[config.mk]
export PLATFORM = sky130hd
export DESIGN_NAME = bcd_to_bin_seq_flat
export DESIGN_NICKNAME = d
export VERILOG_FILES = /design/src/rtl/bcd_to_bin_seq_if.sv /design/src/rtl/bcd_to_bin_seq.sv /design/src/flat_wrapper.sv
export SDC_FILE = /design/constraint.sdc
export NUM_CORES = 1
export LEC_CHECK = 0
export BUFFER_PORTS_ARGS = -buffer_cell sky130_fd_sc_hd__buf_2
export CAP_MARGIN = 20
export CELL_PAD_IN_SITES_DETAIL_PLACEMENT = 0
export CELL_PAD_IN_SITES_GLOBAL_PLACEMENT = 1
export CORE_MARGIN = 3
export CORE_UTILIZATION = 42
export DETAILED_ROUTE_END_ITERATION = 10
export PLACE_DENSITY = 0.79
export RECOVER_POWER = 50
export SKIP_LAST_GASP = 1
export SLEW_MARGIN = 20
export SYNTH_ARGS = -nofsm -noshare
export SYNTH_HDL_FRONTEND = slang
export SYNTH_SLANG_ARGS = --single-unit
export TNS_END_PERCENT = 20
[constraint.sdc]
create_clock -name clk -period 1.75 [get_ports clk]
set_clock_uncertainty 0.05 [all_clocks]
set_input_delay 0.0875 -clock clk [delete_from_list [all_inputs] [get_ports clk]]
set_output_delay 0.0875 -clock clk [all_outputs]
set_load 0.01 [all_outputs]
[src/rtl/bcd_to_bin_seq_if.sv]
// Handshake bundle for the BCD-to-binary converter.
// The master side supplies digits and accepts results. The slave side is the converter.
interface bcd_to_bin_seq_if;
    logic       in_valid;
    logic       in_ready;
    logic [3:0] bcd_h;
    logic [3:0] bcd_t;
    logic [3:0] bcd_o;
    logic       out_valid;
    logic       out_ready;
    logic [7:0] bin_out;
    logic       ovf;
    logic       err;

    modport master (
        output in_valid, bcd_h, bcd_t, bcd_o, out_ready,
        input  in_ready, out_valid, bin_out, ovf, err
    );

    modport slave (
        input  in_valid, bcd_h, bcd_t, bcd_o, out_ready,
        output in_ready, out_valid, bin_out, ovf, err
    );
endinterface

[src/rtl/bcd_to_bin_seq.sv]
// Sequential 3-digit BCD to 8-bit binary converter (reverse double dabble, one step per clock).
// Latency: accept + 10 steps for valid digits, 1 edge for bad digits. The result is held until out_ready.
module bcd_to_bin_seq #(
    parameter bit SAT_EN = 1'b1
) (
    input  logic            clk,
    input  logic            rst,
    bcd_to_bin_seq_if.slave bus
);
    localparam logic [1:0] ST_IDLE  = 2'b00;
    localparam logic [1:0] ST_SHIFT = 2'b01;
    localparam logic [1:0] ST_DONE  = 2'b10;

    logic [1:0]  state_q, state_d;
    logic [11:0] bcd_q, bcd_d;
    logic [9:0]  res_q, res_d;
    logic [3:0]  cnt_q, cnt_d;
    logic [7:0]  bin_q, bin_d;
    logic        ovf_q, ovf_d;
    logic        err_q, err_d;

    logic        digit_bad;
    logic [21:0] shifted;
    logic [11:0] bcd_adj;
    logic        res_big;

    always_comb begin
        digit_bad = (bus.bcd_h > 4'd9) || (bus.bcd_t > 4'd9) || (bus.bcd_o > 4'd9);
        shifted   = {bcd_q, res_q} >> 1;
        res_big   = (shifted[9:0] > 10'd255);
        // Undo the x2 weighting of each decimal nibble. Nibbles do not carry into each other.
        bcd_adj   = shifted[21:10];
        for (int i = 0; i < 3; i++) begin
            if (shifted[10 + i*4 +: 4] >= 4'd8)
                bcd_adj[i*4 +: 4] = shifted[10 + i*4 +: 4] - 4'd3;
        end
    end

    always_comb begin
        state_d = state_q;
        bcd_d   = bcd_q;
        res_d   = res_q;
        cnt_d   = cnt_q;
        bin_d   = bin_q;
        ovf_d   = ovf_q;
        err_d   = err_q;
        case (state_q)
            ST_IDLE: begin
                if (bus.in_valid) begin
                    if (digit_bad) begin
                        err_d   = 1'b1;
                        bin_d   = 8'h00;
                        ovf_d   = 1'b0;
                        state_d = ST_DONE;
                    end else begin
                        bcd_d   = {bus.bcd_h, bus.bcd_t, bus.bcd_o};
                        res_d   = 10'd0;
                        cnt_d   = 4'd0;
                        state_d = ST_SHIFT;
                    end
                end
            end
            ST_SHIFT: begin
                bcd_d = bcd_adj;
                res_d = shifted[9:0];
                cnt_d = cnt_q + 4'd1;
                if (cnt_q == 4'd9) begin
                    err_d   = 1'b0;
                    ovf_d   = res_big;
                    bin_d   = (res_big && SAT_EN) ? 8'hFF : shifted[7:0];
                    state_d = ST_DONE;
                end
            end
            ST_DONE: begin
                if (bus.out_ready)
                    state_d = ST_IDLE;
            end
            default: state_d = ST_IDLE;
        endcase
    end

    always_ff @(posedge clk) begin
        if (rst) begin
            state_q <= ST_IDLE;
            bcd_q   <= 12'd0;
            res_q   <= 10'd0;
            cnt_q   <= 4'd0;
            bin_q   <= 8'd0;
            ovf_q   <= 1'b0;
            err_q   <= 1'b0;
        end else begin
            state_q <= state_d;
            bcd_q   <= bcd_d;
            res_q   <= res_d;
            cnt_q   <= cnt_d;
            bin_q   <= bin_d;
            ovf_q   <= ovf_d;
            err_q   <= err_d;
        end
    end

    assign bus.in_ready  = (state_q == ST_IDLE);
    assign bus.out_valid = (state_q == ST_DONE);
    assign bus.bin_out   = bin_q;
    assign bus.ovf       = ovf_q;
    assign bus.err       = err_q;
endmodule
[src/flat_wrapper.sv]
// flat-port wrapper written by rule: the top's interface ports become plain ports
module bcd_to_bin_seq_flat 
#(
    parameter bit SAT_EN = 1'b1
)
  (clk, rst, bus_in_valid, bus_bcd_h, bus_bcd_t, bus_bcd_o, bus_out_ready, bus_in_ready, bus_out_valid, bus_bin_out, bus_ovf, bus_err);
  bcd_to_bin_seq_if bus_i ();
  input  logic clk;
  input  logic rst;
  input wire logic [$bits(bus_i.in_valid)-1:0] bus_in_valid;
  input wire logic [$bits(bus_i.bcd_h)-1:0] bus_bcd_h;
  input wire logic [$bits(bus_i.bcd_t)-1:0] bus_bcd_t;
  input wire logic [$bits(bus_i.bcd_o)-1:0] bus_bcd_o;
  input wire logic [$bits(bus_i.out_ready)-1:0] bus_out_ready;
  output wire logic [$bits(bus_i.in_ready)-1:0] bus_in_ready;
  output wire logic [$bits(bus_i.out_valid)-1:0] bus_out_valid;
  output wire logic [$bits(bus_i.bin_out)-1:0] bus_bin_out;
  output wire logic [$bits(bus_i.ovf)-1:0] bus_ovf;
  output wire logic [$bits(bus_i.err)-1:0] bus_err;
  assign bus_i.in_valid = bus_in_valid;
  assign bus_i.bcd_h = bus_bcd_h;
  assign bus_i.bcd_t = bus_bcd_t;
  assign bus_i.bcd_o = bus_bcd_o;
  assign bus_i.out_ready = bus_out_ready;
  assign bus_in_ready = bus_i.in_ready;
  assign bus_out_valid = bus_i.out_valid;
  assign bus_bin_out = bus_i.bin_out;
  assign bus_ovf = bus_i.ovf;
  assign bus_err = bus_i.err;
  bcd_to_bin_seq #(.SAT_EN(SAT_EN)) u_core (.clk(clk), .rst(rst), .bus(bus_i));
endmodule
==> impl_results.md <==
* CTS Buffer Depth at 2
* First-pass GRT wire length at 6.84 mm
* Core area at a little over 0.004 sq mm
* Register area share after synthesis at 0.403
* Launch point of the worst reg-to-reg path: u_core.state_q[1]$_SDFFE_PP0P_
* Total GRT Usage at 0.163
* Hold Fails Final Rpt at 0
* Met2 routed WL at roughly 1.7 mm
* Status: finished, final reports clean
* Reg clk slew, reported paths at approximately 0.080 ns
* DR vias/cell at roughly 5.5
* Final WL at between 3 and 4 mm
* Fin worst setup slack at roughly 0.16 ns
* Cells after Synth at around 210
* Top Layer Used: met4
* Worst hold path class: in2reg
* Largest stage delay, worst path at ~0.44 ns
* Reg2Reg Depth at 5
* Die ar. at around 0.0052 sq mm
* CP Cell Sequence: nor2b_1 -> a41oi_2 -> clkbuf_2 -> o2bb2a_4 -> nor2_1
* Postcts setup bufs at 0
* TritonCTS clock tree: done
* Synth warn at 0
* # diodes at 0
* Share of the synthesized area in the top cell type at 0.403
* Fillers at ~400
* Area leader, netlist: dfxtp_1
* Initial Utilization at 0.446
* R2R setup slack at approximately 0.16 ns
* Grt ovf at 0
* Via count at around 1.5k
* Crit Path Max Fanout at 10
* Capture point of the worst reg-to-reg path: u_core.bcd_q[11]$_SDFFE_PP0P_
* Max Cap Viol at 0
* Clk sinks at 37
* Crit path kind: reg2reg
* Metal-1 WL at approximately 2 mm
* Final Core Density at 0.505
* Worst Hold End: u_core.state_q[1]$_SDFFE_PP0P_
* Cell area after synthesis at around 0.0018 sq mm
* Count leader, synth: dfxtp_1
* Syn Area/Cell at 8.96 sq um
* Largest net degree at the start of global routing at 32
* Initial antenna violation count at 0
* Top delay family on crit path: compound AO/OA/AOI/OAI gates
* Final Cycle Share at 0.911
* Distinct cells, synth at 38
* Post-synth top cells: 37 x dfxtp_1, 24 x nand2_1, 17 x nor2_1
* Post-CTS sizing at 0
* Htree depth at 2
* Leakage power at approximately 0.75 nW
* Root Buffer: clkbuf_8
* Max Clk Rate at approximately 0.63 GHz
* Met3 routed WL at 183 um
* RSZ-0062 raised after global routing: false
* Vias in the first global route at 1427
* Antenna viol nets, final at 0
* Pwr Total at 1.75 mW
* Crit path required time at ~1.9 ns
* Remaining DRCs at 0
* Asr flop ratio synth at 0
* IO Port Bufs at 27
* CTS Hold Bufs at 0
* Crit path DAT at 1.77 ns
* Total Neg Setup Slack at 0 ns
* WL/cell at between 10 and 15 um
* Max_slew headroom at 0.448
* Final hold slack at 0.0371 ns
* Gp weighted congestion at about 0.73
* WHS Path Cells at 3
* Startpoint types: flop
* Top FF cell, synth: dfxtp_1
* Nets at between 200 and 300
* Die width at slightly above 70 um
* Area growth syn-to-layout at 13.1%
* Final HPWL DP at roughly 2.8 mm
* Row cnt at 23
* Worst skew pair latency at ~0.28 ns
* Share of layout cells above drive strength 1 at 0.169
* Io pins at 28
* Synthesized Nets at 227
* Die H at 72.1 um
* Number of CTS-inserted buffers at 5
* Initial DRC Count at 74
* Crit end category: flop
* Worst hold path startpoint: bus_out_ready
* Power Density at approximately 840 mW/mm^2
* Worst IR drop on VDD at 0.000637 V
* Synthesis-stage register bit count at 37
* Area contributors post-synth: dfxtp_1 40%, nand2_1 4.9%, a31oi_1 4.1%, ha_1 4.1%, a22oi_1 3.7%
* Critical path's slowest cell: dfxtp_1
* Tmin final at roughly 1.6 ns
* Pre-CTS WS at 0.146 ns
* Pins Over Slew Limit at 0
* Slew @ Worst Pin at 0.822 ns
* Final setup fails at 0
* Post-synth EDFFs at 0
* Initial DRT Pass Iterations at 4
* CP Buf/Inv Count at 1
cell usage in the layout (no fill, tap or decap), types with 2 or more instances in the layout:
cell	instances
nand3b_1	9
nand2b_1	2
dfxtp_1	37
buf_2	16
ha_1	6
nor3b_1	2
o211ai_1	6
a21oi_1	9
nand3_1	2
xnor2_1	4
clkbuf_8	6
nand2_1	24
o21ai_2	3
clkbuf_2	2
clkbuf_1	11
a221oi_2	2
a211oi_1	3
inv_1	7
a22oi_1	9
a31oi_1	12
a211o_1	2
mux2i_1	6
buf_4	4
nor2b_1	5
nor2_1	17
o31ai_1	8
routing by layer:
metal | track usage | up-vias
met5 | 0 | -
met4 | 0.0313 | 0
met3 | 0.0429 | 4
met2 | 0.243 | 34
met1 | 0.236 | 711
li1 | - | 792
worst min-delay path: cells and delay by family:
family | cells | cell delay (ns)
simple gates | 1 | 0.09
compound gates | 1 | 0.07
buf+inv | 1 | 0.07
per-stage QoR:
| step | std cells | instance area [sq um] |
|---|---|---|
| 4_1_cts | 281 | 2100 |
| 6_report | 281 | 2080 |
| 5_1_grt | 281 | 2080 |
| 2_1_floorplan | 205 | 1840 |
| 3_3_place_gp | 273 | 2010 |
| 3_5_place_dp | 273 | 2010 |
where the power goes:
part	internal, mW	switching (mW)	total [mW]
Clock	0.319	0.307	0.626
Combinational	0.0959	0.126	0.222
Sequential	0.869	0.0347	0.904
final cells by class:
cell class / instances / area (sq um) / area share
Sequential cell: 37 / 741 / 0.357
Timing Repair Buffer: 33 / 161 / 0.0777
Inverter: 7 / 26.3 / 0.0127
Clock buffer: 6 / 82.6 / 0.0398
Clock inverter: 2 / 13.8 / 0.00663
Tap cell: 50 / 62.6 / 0.0301
Multi-Input combinational cell: 146 / 990 / 0.477
registers in the layout (all words and copies together), names as in the netlist:
name                count
u_core.bcd_q           12
u_core.cnt_q            4
u_core.bus.bin_out      8
u_core.bus.err          1
u_core.res_q            9
u_core.state_q          2
u_core.bus.ovf          1
how the worst max path moves through the flow:
stage	start	endpoint	slack, ns	depth (start not counted)
finish	u_core.state_q[1]$_SDFFE_PP0P_	u_core.bcd_q[11]$_SDFFE_PP0P_	0.16	5
global route	u_core.state_q[1]$_SDFFE_PP0P_	u_core.bcd_q[11]$_SDFFE_PP0P_	0.01	5
CTS	u_core.state_q[0]$_SDFFE_PP0P_	u_core.bcd_q[2]$_SDFFE_PP0P_	0.13	5
detailed placement	u_core.state_q[0]$_SDFFE_PP0P_	u_core.bcd_q[2]$_SDFFE_PP0P_	0.15	5
global placement	u_core.state_q[0]$_SDFFE_PP0P_	u_core.bcd_q[2]$_SDFFE_PP0P_	0.18	5
floorplan	u_core.cnt_q[1]$_SDFFE_PP0P_	u_core.bus.bin_out[1]$_SDFFE_PP0P_	0.37	7
cells by family (layout without fill, tap and decap cells):
logic type	after synthesis	in the layout	share of synthesized area
adder cells (fa/ha/maj)	6	6	0.0409
flip-flops	37	37	0.403
buffers and inverters	22	48	0.0559
AND/OR/NAND/NOR	67	67	0.182
AO/OA/AOI/OAI	63	63	0.266
multiplexers	6	6	0.0327
XOR/XNOR	4	4	0.0191
Power figures use the tool's default switching activity.
